**src/rtl/rop_pkg.sv**
```systemverilog
// ---------------------------------------------------------------------------
// rop_pkg
// Shared types for the fragment depth ROP: the depth compare function codes
// as driven on the depth_func configuration input, and the ROP state machine
// encoding.
// ---------------------------------------------------------------------------
package rop_pkg;

    localparam int ZFUNC_W = 3;

    // Depth compare functions, numbered exactly as the depth_func input encodes them
    typedef enum logic [ZFUNC_W-1:0] {
        ZF_NEVER    = 3'd0,
        ZF_LESS     = 3'd1,
        ZF_EQUAL    = 3'd2,
        ZF_LEQUAL   = 3'd3,
        ZF_GREATER  = 3'd4,
        ZF_NOTEQUAL = 3'd5,
        ZF_GEQUAL   = 3'd6,
        ZF_ALWAYS   = 3'd7
    } depth_func_t;

    // One fragment in flight: read Z, compare, then write
    typedef enum logic [2:0] {
        ST_IDLE,
        ST_ZREQ,
        ST_ZWAIT,
        ST_TEST,
        ST_WRITE
    } rop_state_t;

endpackage

```
**src/rtl/frag_rop_depth_cmp.sv**
```systemverilog
// ---------------------------------------------------------------------------
// frag_rop_depth_cmp
// Purely combinational depth test: compares the incoming fragment depth
// against the depth stored in the Z buffer (unsigned) using the selected
// compare function.
// Ports:
//   func_i     depth compare function
//   fragZ_i    fragment depth
//   storedZ_i  depth read back from the Z buffer
//   pass_o     1 when the fragment survives the test
// ---------------------------------------------------------------------------
module frag_rop_depth_cmp
    import rop_pkg::*;
#(
    parameter int COORD_W = 16
) (
    input  depth_func_t        func_i,
    input  logic [COORD_W-1:0] fragZ_i,
    input  logic [COORD_W-1:0] storedZ_i,
    output logic               pass_o
);

    logic isLess;
    logic isEqual;

    assign isLess  = (fragZ_i < storedZ_i);
    assign isEqual = (fragZ_i == storedZ_i);

    // Every function is a combination of "less" and "equal"; greater is neither
    always_comb begin
        pass_o = 1'b0;
        case (func_i)
            ZF_NEVER:    pass_o = 1'b0;
            ZF_LESS:     pass_o = isLess;
            ZF_EQUAL:    pass_o = isEqual;
            ZF_LEQUAL:   pass_o = isLess | isEqual;
            ZF_GREATER:  pass_o = ~(isLess | isEqual);
            ZF_NOTEQUAL: pass_o = ~isEqual;
            ZF_GEQUAL:   pass_o = ~isLess;
            ZF_ALWAYS:   pass_o = 1'b1;
            default:     pass_o = 1'b0;
        endcase
    end

endmodule

```
**src/rtl/frag_depth_rop.sv**
```systemverilog
// ---------------------------------------------------------------------------
// frag_depth_rop
// Fragment sink between the rasterizer/shader output and the framebuffer
// memory arbiter. Each accepted fragment optionally has its depth tested
// against the Z buffer (read request, wait for data, compare), and on pass
// the colour word (and optionally the new depth) is written out on two
// independent write ports. Only one fragment is in flight at a time.
//
// Optional feature: define FRAG_ROP_SCISSOR_EN to add a scissor rectangle
// (sc_x, sc_y, sc_w, sc_h). Fragments outside it are accepted and dropped
// immediately with no memory traffic.
//
// Ports:
//   clk, rst                      clock, synchronous active-high reset
//   frag_valid/frag_ready         fragment handshake
//   frag_x/y/z, frag_color        fragment payload
//   depth_test_en, depth_func,
//   depth_write_en                depth configuration (latched per fragment)
//   fb_pitch, z_base, c_base      framebuffer layout (latched per fragment)
//   zrd_req_*, zrd_addr           Z read request channel
//   zrd_rsp_valid/data            Z read response (in order, latency >= 1)
//   zwr_*                         Z write channel
//   cwr_*                         colour write channel
//   perf_frags_in/passed/killed   wrapping event counters
// ---------------------------------------------------------------------------
module frag_depth_rop
    import rop_pkg::*;
#(
    parameter int COORD_W = 16,
    parameter int COLOR_W = 32,
    parameter int ADDR_W  = 24
) (
    input  logic               clk,
    input  logic               rst,
    input  logic               frag_valid,
    output logic               frag_ready,
    input  logic [COORD_W-1:0] frag_x,
    input  logic [COORD_W-1:0] frag_y,
    input  logic [COORD_W-1:0] frag_z,
    input  logic [COLOR_W-1:0] frag_color,
    input  logic               depth_test_en,
    input  logic [ZFUNC_W-1:0] depth_func,
    input  logic               depth_write_en,
    input  logic [COORD_W-1:0] fb_pitch,
    input  logic [ADDR_W-1:0]  z_base,
    input  logic [ADDR_W-1:0]  c_base,
`ifdef FRAG_ROP_SCISSOR_EN
    input  logic [COORD_W-1:0] sc_x,
    input  logic [COORD_W-1:0] sc_y,
    input  logic [COORD_W-1:0] sc_w,
    input  logic [COORD_W-1:0] sc_h,
`endif
    output logic               zrd_req_valid,
    input  logic               zrd_req_ready,
    output logic [ADDR_W-1:0]  zrd_addr,
    input  logic               zrd_rsp_valid,
    input  logic [COORD_W-1:0] zrd_rsp_data,
    output logic               zwr_valid,
    input  logic               zwr_ready,
    output logic [ADDR_W-1:0]  zwr_addr,
    output logic [COORD_W-1:0] zwr_data,
    output logic               cwr_valid,
    input  logic               cwr_ready,
    output logic [ADDR_W-1:0]  cwr_addr,
    output logic [COLOR_W-1:0] cwr_data,
    output logic [31:0]        perf_frags_in,
    output logic [31:0]        perf_frags_passed,
    output logic [31:0]        perf_frags_killed
);

    rop_state_t         state_q;
    logic [COORD_W-1:0] fragZ_q;
    logic [COORD_W-1:0] storedZ_q;
    logic [COLOR_W-1:0] color_q;
    depth_func_t        func_q;
    logic               zWriteEn_q;
    logic [ADDR_W-1:0]  zAddr_q;
    logic [ADDR_W-1:0]  cAddr_q;
    logic               zrdValid_q;
    logic [ADDR_W-1:0]  zrdAddr_q;
    logic               zwrValid_q;
    logic [ADDR_W-1:0]  zwrAddr_q;
    logic [COORD_W-1:0] zwrData_q;
    logic               cwrValid_q;
    logic [ADDR_W-1:0]  cwrAddr_q;
    logic [COLOR_W-1:0] cwrData_q;
    logic               zDone_q;
    logic               cDone_q;
    logic [31:0]        perfIn_q;
    logic [31:0]        perfPassed_q;
    logic [31:0]        perfKilled_q;

    logic [ADDR_W-1:0]  offset_d;
    logic [ADDR_W-1:0]  zAddr_d;
    logic [ADDR_W-1:0]  cAddr_d;
    logic               scissorKeep;
    logic               depthPass;
    logic               zDoneNow;
    logic               cDoneNow;

    // Pixel offset wraps modulo the address space; operands are widened first
    // so the product is formed at address width rather than coordinate width
    assign offset_d = ADDR_W'(frag_y) * ADDR_W'(fb_pitch) + ADDR_W'(frag_x);
    assign zAddr_d  = z_base + offset_d;
    assign cAddr_d  = c_base + offset_d;

`ifdef FRAG_ROP_SCISSOR_EN
    // One extra bit on the rectangle ends so a rectangle touching 2^COORD_W does not wrap
    logic [COORD_W:0] scXEnd;
    logic [COORD_W:0] scYEnd;
    assign scXEnd      = {1'b0, sc_x} + {1'b0, sc_w};
    assign scYEnd      = {1'b0, sc_y} + {1'b0, sc_h};
    assign scissorKeep = (frag_x >= sc_x) && ({1'b0, frag_x} < scXEnd) &&
                         (frag_y >= sc_y) && ({1'b0, frag_y} < scYEnd);
`else
    assign scissorKeep = 1'b1;
`endif

    frag_rop_depth_cmp #(
        .COORD_W (COORD_W)
    ) uDepthCmp (
        .func_i    (func_q),
        .fragZ_i   (fragZ_q),
        .storedZ_i (storedZ_q),
        .pass_o    (depthPass)
    );

    // A channel counts as done once its handshake has happened, including this cycle's
    assign zDoneNow = zDone_q | (zwrValid_q & zwr_ready);
    assign cDoneNow = cDone_q | (cwrValid_q & cwr_ready);

    assign frag_ready        = (state_q == ST_IDLE);
    assign zrd_req_valid     = zrdValid_q;
    assign zrd_addr          = zrdAddr_q;
    assign zwr_valid         = zwrValid_q;
    assign zwr_addr          = zwrAddr_q;
    assign zwr_data          = zwrData_q;
    assign cwr_valid         = cwrValid_q;
    assign cwr_addr          = cwrAddr_q;
    assign cwr_data          = cwrData_q;
    assign perf_frags_in     = perfIn_q;
    assign perf_frags_passed = perfPassed_q;
    assign perf_frags_killed = perfKilled_q;

    // Main sequencer; all channel outputs are registered here so they hold
    // steady while a handshake is stalled
    always_ff @(posedge clk) begin
        if (rst) begin
            state_q      <= ST_IDLE;
            fragZ_q      <= '0;
            storedZ_q    <= '0;
            color_q      <= '0;
            func_q       <= ZF_NEVER;
            zWriteEn_q   <= 1'b0;
            zAddr_q      <= '0;
            cAddr_q      <= '0;
            zrdValid_q   <= 1'b0;
            zrdAddr_q    <= '0;
            zwrValid_q   <= 1'b0;
            zwrAddr_q    <= '0;
            zwrData_q    <= '0;
            cwrValid_q   <= 1'b0;
            cwrAddr_q    <= '0;
            cwrData_q    <= '0;
            zDone_q      <= 1'b0;
            cDone_q      <= 1'b0;
            perfIn_q     <= '0;
            perfPassed_q <= '0;
            perfKilled_q <= '0;
        end else begin
            case (state_q)
                ST_IDLE: begin
                    if (frag_valid) begin
                        perfIn_q   <= perfIn_q + 32'd1;
                        fragZ_q    <= frag_z;
                        color_q    <= frag_color;
                        func_q     <= depth_func_t'(depth_func);
                        zWriteEn_q <= depth_write_en;
                        zAddr_q    <= zAddr_d;
                        cAddr_q    <= cAddr_d;
                        if (!scissorKeep) begin
                            perfKilled_q <= perfKilled_q + 32'd1;
                        end else if (depth_test_en) begin
                            state_q    <= ST_ZREQ;
                            zrdValid_q <= 1'b1;
                            zrdAddr_q  <= zAddr_d;
                        end else begin
                            // No depth test: go straight to a colour-only write
                            state_q      <= ST_WRITE;
                            perfPassed_q <= perfPassed_q + 32'd1;
                            cwrValid_q   <= 1'b1;
                            cwrAddr_q    <= cAddr_d;
                            cwrData_q    <= frag_color;
                            cDone_q      <= 1'b0;
                            zDone_q      <= 1'b1;
                        end
                    end
                end
                ST_ZREQ: begin
                    if (zrd_req_ready) begin
                        zrdValid_q <= 1'b0;
                        state_q    <= ST_ZWAIT;
                    end
                end
                ST_ZWAIT: begin
                    if (zrd_rsp_valid) begin
                        storedZ_q <= zrd_rsp_data;
                        state_q   <= ST_TEST;
                    end
                end
                ST_TEST: begin
                    if (depthPass) begin
                        state_q      <= ST_WRITE;
                        perfPassed_q <= perfPassed_q + 32'd1;
                        cwrValid_q   <= 1'b1;
                        cwrAddr_q    <= cAddr_q;
                        cwrData_q    <= color_q;
                        cDone_q      <= 1'b0;
                        zwrValid_q   <= zWriteEn_q;
                        zwrAddr_q    <= zAddr_q;
                        zwrData_q    <= fragZ_q;
                        zDone_q      <= ~zWriteEn_q;
                    end else begin
                        state_q      <= ST_IDLE;
                        perfKilled_q <= perfKilled_q + 32'd1;
                    end
                end
                ST_WRITE: begin
                    if (zwrValid_q && zwr_ready) begin
                        zwrValid_q <= 1'b0;
                        zDone_q    <= 1'b1;
                    end
                    if (cwrValid_q && cwr_ready) begin
                        cwrValid_q <= 1'b0;
                        cDone_q    <= 1'b1;
                    end
                    if (zDoneNow && cDoneNow) begin
                        state_q <= ST_IDLE;
                    end
                end
                default: state_q <= ST_IDLE;
            endcase
        end
    end

endmodule

```
**config.mk**
```make
export PLATFORM = sky130hd
export DESIGN_NAME = frag_depth_rop
export DESIGN_NICKNAME = d
export VERILOG_FILES = /design/src/rtl/rop_pkg.sv /design/src/rtl/frag_rop_depth_cmp.sv /design/src/rtl/frag_depth_rop.sv
export SDC_FILE = /design/constraint.sdc
export NUM_CORES = 1
export LEC_CHECK = 0
export ABC_AREA = 1
export CAP_MARGIN = 5
export CORE_ASPECT_RATIO = 1.1
export CORE_MARGIN = 8
export CORE_UTILIZATION = 60
export DETAILED_ROUTE_END_ITERATION = 8
export DONT_BUFFER_PORTS = 1
export PLACE_DENSITY = 0.74
export SETUP_SLACK_MARGIN = 0.05
export SLEW_MARGIN = 10
export SYNTH_ARGS = -nofsm -noshare
export SYNTH_HDL_FRONTEND = slang
export SYNTH_SLANG_ARGS = --single-unit
export TNS_END_PERCENT = 5
```
**constraint.sdc**
```tcl
create_clock -name clk -period 19.7 [get_ports clk]
set_input_delay 3.94 -clock clk [delete_from_list [all_inputs] [get_ports clk]]
set_output_delay 3.94 -clock clk [all_outputs]
set_load 0.005 [all_outputs]
```
## After elaboration in Yosys (flattened, before gate mapping)

Index checks and enable logic that the tools add are counted.

| word-level totals | value |
|---|---|
| bits in latches | 0 |
| input port bits | 172 |
| ROM bits | 0 |
| register bits after elaboration | 340 |
| logic and storage cells | 120 |
| RAM bits | 0 |
| output and inout port bits | 220 |
| memories kept | 0 |

| cells by class | value |
|---|---|
| reduce and logical (&&, ||, !) cells | 20 |
| order comparisons | 1 |
| equal/unequal tests | 21 |
| divide/modulo/power cells | 0 |
| multipliers | 1 |
| muxes and demuxes | 40 |
| $add $sub $neg | 6 |
| bitwise operators | 10 |
| shift operators | 0 |

Operators by type and width:

| cell | number |
|---|---|
| $mux 32 | 6 |
| $pmux 32 s2 | 2 |
| $add 32x1->32 const B | 3 |
| $mux 24 | 3 |
| $add 24x24->24 | 2 |
| $pmux 24 s2 | 1 |
| $add 24x16->24 | 1 |
| $mul 16x16->24 | 1 |
| $mux 3 | 6 |
| $eq 16x16->1 | 1 |
| $lt 16x16->1 | 1 |
| $ne 2x2->1 const B | 8 |
| $eq 3x3->1 const B | 5 |
| $mux 1 | 15 |
| $pmux 3 s5 | 1 |
| $eq 3x2->1 const B | 4 |
| $reduce_and 4->1 | 3 |
| $reduce_and 5->1 | 2 |
| $pmux 1 s3 | 3 |
| $pmux 1 s8 | 1 |
| $reduce_and 2->1 | 4 |
| $eq 3x1->1 const B | 2 |
| $logic_not 3->1 | 2 |
| $reduce_and 3->1 | 2 |
| 8 further kinds | 20 |

## Logic depth before layout (Yosys ltp)

| logic depth | value |
|---|---|
| depth in word-level cells | 6 |
| mapped depth | 39 |
| depth with buffers taken out | 37 |

## By module

From an unflattened synthesis, not the netlist that was laid out.

| second synthesis, totals | value |
|---|---|
| cell total of the unflattened synthesis | 3437 |
| area, all modules | 24832.6 um2 |

By module, submodules not included:

| module | times used | cells an instance | area an instance (um2) |
|---|---|---|---|
| frag_depth_rop | 1 | 3331 | 24219.5 |
| frag_rop_depth_cmp | 1 | 106 | 613.1 |

## Worst setup path before layout

Ideal clock, no wire load.

| timing | value |
|---|---|
| path kind | input -> register |
| start | input frag_y[5] |
| end | register cwrAddr_q[21] (netlist: cwr_addr[21]) |
| stages | 33 |
| path slack | 9.134 ns |
| arrival | 10.433 ns |
| setup time | 0.132 ns |
| path buffers | 2 |
| path through | clkbuf_1 clkbuf_1 nand2_1 fa_1 inv_1 fa_1 inv_1 fa_1 inv_1 fa_1 fa_1 inv_1 fa_1 inv_1 ha_1 nand2_1 nor2_1 nand2_1 o21ai_0 nand3_1 nand2_1 nand3_1 nand2_1 xor2_1 ha_1 a21o_1 a211oi_1 nand3_1 or2_2 nand2_1 nand2_1 nand3b_1 a21oi_1 |

| on the way | value |
|---|---|
| longest elaborated chain between the ends | 6 |

Ends and longest elaborated chain:

| item | RTL line | text |
|---|---|---|
| start, declared | frag_depth_rop.sv:38 | `input logic [COORD_W-1:0] frag_y,` |
| $mul 16x16->24 | frag_depth_rop.sv:103 | `assign offset_d = ADDR_W'(frag_y) * ADDR_W'(fb_pitch) + ADDR_W'(frag_x);` |
| $add 24x16->24 | frag_depth_rop.sv:103 |  |
| $add 24x24->24 | frag_depth_rop.sv:105 | `assign cAddr_d = c_base + offset_d;` |
| $mux 24 | frag_depth_rop.sv:183 | `end else if (depth_test_en) begin` |
| $mux 24 | frag_depth_rop.sv:173 | `if (frag_valid) begin` |
| $pmux 24 s2 | frag_depth_rop.sv:171 | `case (state_q)` |
| end signal, assigned | frag_depth_rop.sv:192 | `cwrAddr_q <= cAddr_d;` |
| end signal, assigned | frag_depth_rop.sv:216 | `cwrAddr_q <= cAddr_q;` |
| end, declared | frag_depth_rop.sv:85 | `logic [ADDR_W-1:0] cwrAddr_q;` |

Every way passes these cells. The select of a mux whose other input is x is not followed.
A chain may end at the register's enable or synchronous reset.

## Worst setup path in the final report

| timing | value |
|---|---|
| start | input fb_pitch[10] |
| end | register zAddr_q[23] |

| on the way | value |
|---|---|
| longest elaborated chain between the ends | 3 |

Ends and longest elaborated chain:

| item | RTL line | text |
|---|---|---|
| start, declared | frag_depth_rop.sv:44 | `input logic [COORD_W-1:0] fb_pitch,` |
| $mul 16x16->24 | frag_depth_rop.sv:103 |  |
| $add 24x16->24 | frag_depth_rop.sv:103 |  |
| $add 24x24->24 | frag_depth_rop.sv:104 | `assign zAddr_d = z_base + offset_d;` |
| end signal, assigned | frag_depth_rop.sv:179 | `zAddr_q <= zAddr_d;` |
| end, declared | frag_depth_rop.sv:77 | `logic [ADDR_W-1:0] zAddr_q;` |

Every way passes these cells.

==> impl_metrics.py <==
metrics = {
    "run_status": {
        "status": "finished clean",
    },
    "timing": {
        "setup_viol": 0,
        "min_period_ps": 10230,
        "worst_pin_slew_ps": 1080,
        "fmaxAchievable_mhz": 97.8,
        "finalHoldViolations": 0,
        "rsz0062_at_grt": "false",
        "relSlewSlack_pct": 27.6,
        "setup-tns-final_ps": 0,
        "slew_viol_final": 0,
        "skew_ps": 19.4,
        "fin_crit_sh_pct": 51.9,
    },
    "routing": {
        "drtPass1Iterations": 6,
        "drtIter0Drc": 2076,
        "wl_per_cell_um": 19.1,
        "via_per_inst": 5.59,
        "ant_nets": 0,
        "drt_wl_total_um": 76000,
        "vias": 22298,
        "drc": 0,
    },
    "floorplan": {
        "boundaryPins": 392,
        "initial_core_util_pct": 60.9,
        "num_rows": 78,
        "die-area_um2": 48700,
        "die_y_um": 231,
        "core_um2": 41300,
        "die_width_um": 211,
    },
    "clocking": {
        "cts_buffer_depth": 3,
        "clk_pin_slew_worst_paths_ps": 70,
        "cts.repair.resized": 0,
        "clock-sinks": 340,
        "hold_buffers": 0,
        "cts_buffers": 31,
        "cts_max_level": 1,
        "post_cts_buffers": 0,
        "root_buffer": "clkbuf_16",
        "cts_tree": "done",
        "worstSkewPairLatency_ps": 580,
    },
    "global_routing": {
        "grt_use_total_pct": 29.8,
        "grt_pass1_wl_um": 116000,
        "globalRouteOverflowTotal": 0,
        "grt_pass1_vias": 21328,
        "grt_max_degree": 133,
        "antenna_found_initial": 19,
    },
    "yosys": {
        "netlist_instances": 3508,
        "ys_seq_area_share_pct": 27.1,
        "synth_area_um2": 25200,
        "synth_nets": 4003,
        "synth_seq_cells": 340,
        "async_flop_share_pct": 0,
        "synthFlopType": "dfxtp_1",
        "yosys_warnings": 0,
        "avgSynthCellArea_um2": 7.17,
        "synth-edff-count": 0,
        "ys_types": 50,
    },
    "setup_path": {
        "startpoint_type": "primary input",
        "end_kind": "flop",
        "crit_slowest_cell": "fa_1",
        "path_delay_family": "adder cells",
        "arrival_ps": 10670,
        "cp_slowest_stage_delay_ps": 560,
        "critical_path_buf_inv_count": 5,
        "worstPathRequired_ps": 20140,
        "cp_common_cell": "nand2_1",
        "path_max_fanout": 15,
        "path_class": "primary input to flop",
    },
    "final_layout": {
        "area_delta_synth_final_pct": 5.02,
        "finalNonFillerCells": 3986,
        "nFillCells": 3789,
        "drive_above_1_share_pct": 2.87,
        "fin_nets": 3883,
    },
    "placed_design": {
        "dp_cells": 3915,
        "dp_hpwl_um": 60200,
        "portBuffers": 0,
        "gp_congestion": 0.993,
    },
    "job": {
        "drv_cap": 0,
    },
    "min_path": {
        "hold_class": "flop to flop",
    },
}
## layout by cell type (no fill, tap or decap), types with 23 or more instances in the layout
master,count
dfxtp_1,340
xor2_1,87
fa_1,186
clkbuf_16,31
o21ai_0,258
nand4_1,28
a21oi_1,321
xnor2_1,32
nor3_1,45
nand3_1,80
nand2_1,833
ha_1,137
inv_1,631
nor2_1,210
o211ai_1,27
o21bai_1,23
## flip-flops by register name, indices dropped and copies added, names as in the netlist, 3 cells and up
| signal | count |
|---|---|
| cAddr_q | 24 |
| color_q | 32 |
| cwr_addr | 24 |
| cwr_data | 32 |
| fragZ_q | 16 |
| func_q | 3 |
| perf_frags_in | 32 |
| perf_frags_killed | 32 |
| perf_frags_passed | 32 |
| state_q | 3 |
| storedZ_q | 16 |
| zAddr_q | 24 |
| zrd_addr | 24 |
| zwr_addr | 24 |
| zwr_data | 16 |
## cells by family (layout without fill, tap and decap cells)
kind of cell             Yosys count  after routing  synth area share, %
other                              0             15                    0
buffers and inverters            802            705                 12.1
flip-flops                       340            340                 27.1
adder cells (fa/ha/maj)          323            323                 21.6
AND/OR/NAND/NOR                 1248           1248                 20.7
AO/OA/AOI/OAI                    676            676                 14.4
XOR/XNOR                         119            119                 4.14
## metal layers
layer	part of all wire (%)	routed length, um	vias to the layer above	global-route usage (%)
met4	5.2	3930	10	16.4
met2	48	36500	881	50.1
met1	38	29200	10483	35.0
met5	0.093	71	-	0
li1	-	-	10715	-
met3	8.3	6320	209	6.59
## through the flow
step	instance area [um2]	util [%]	hold slack, ps	setup slack, ps
2_1_floorplan	25200	-	422	9130
4_1_cts	26400	63.9	446	9580
6_report	26400	64.0	449	9470
3_3_place_gp	25300	61.2	433	9090
3_5_place_dp	25300	61.2	436	8970
5_1_grt	26400	64.0	463	9070
## cell type report
| cell class | count | area (um2) | area share (%) |
|---|---|---|---|
| Inverter | 642 | 2410 | 9.14 |
| Clock buffer | 41 | 893 | 3.38 |
| Sequential cell | 340 | 6810 | 25.8 |
| Antenna cell | 15 | 37.5 | 0.142 |
| Tap cell | 560 | 701 | 2.65 |
| Clock inverter | 15 | 208 | 0.786 |
| Multi-Input combinational cell | 2366 | 15300 | 57.9 |
| Timing Repair Buffer | 7 | 52.6 | 0.199 |
## cell usage after synthesis, types with 2 or more instances
| cell type | instances | area share, % |
|---|---|---|
| a211oi_1 | 2 | 0.060 |
| a21o_1 | 10 | 0.30 |
| a21oi_1 | 321 | 6.4 |
| a31o_2 | 2 | 0.070 |
| and3_1 | 2 | 0.050 |
| buf_1 | 8 | 0.12 |
| buf_2 | 22 | 0.44 |
| buf_4 | 3 | 0.090 |
| clkbuf_1 | 127 | 1.9 |
| dfxtp_1 | 340 | 27 |
| fa_1 | 186 | 15 |
| ha_1 | 137 | 6.8 |
| inv_1 | 632 | 9.4 |
| inv_2 | 9 | 0.13 |
| nand2_1 | 833 | 12 |
| nand2_4 | 3 | 0.13 |
| nand3_1 | 80 | 1.6 |
| nand3b_1 | 2 | 0.060 |
| nand4_1 | 28 | 0.70 |
| nor2_1 | 210 | 3.1 |
| nor2_2 | 2 | 0.050 |
| nor2_4 | 3 | 0.13 |
| nor3_1 | 45 | 0.90 |
| nor3_2 | 5 | 0.20 |
| nor3b_1 | 4 | 0.12 |
| nor4_1 | 18 | 0.45 |
| o2111ai_1 | 2 | 0.070 |
| o211ai_1 | 27 | 0.81 |
| o21a_1 | 14 | 0.42 |
| o21ai_0 | 258 | 5.1 |
| o21ai_1 | 8 | 0.16 |
| o21bai_1 | 23 | 0.69 |
| o221ai_1 | 5 | 0.17 |
| or2_2 | 4 | 0.099 |
| xnor2_1 | 32 | 1.1 |
| xor2_1 | 87 | 3.0 |
## worst min-delay path, stage by stage (launching register included)
cell     delay [ps]
dfxtp_1         300
inv_1            50
a21oi_1          50
## final timing paths
check | endpoint | slack [ps] | cells past startpoint | startpoint
worst max-delay path | zAddr_q[23] | 9470 | 30 | fb_pitch[10]
worst min-delay path | color_q[29] | 450 | 2 | color_q[29]
worst max register to register | cwr_data[21] | 15280 | 15 | storedZ_q[5]
worst min register to register | color_q[29] | 450 | 2 | color_q[29]
Power is not shown: default switching activity piles up to over one toggle a cycle in this logic, so the estimate is an artifact.
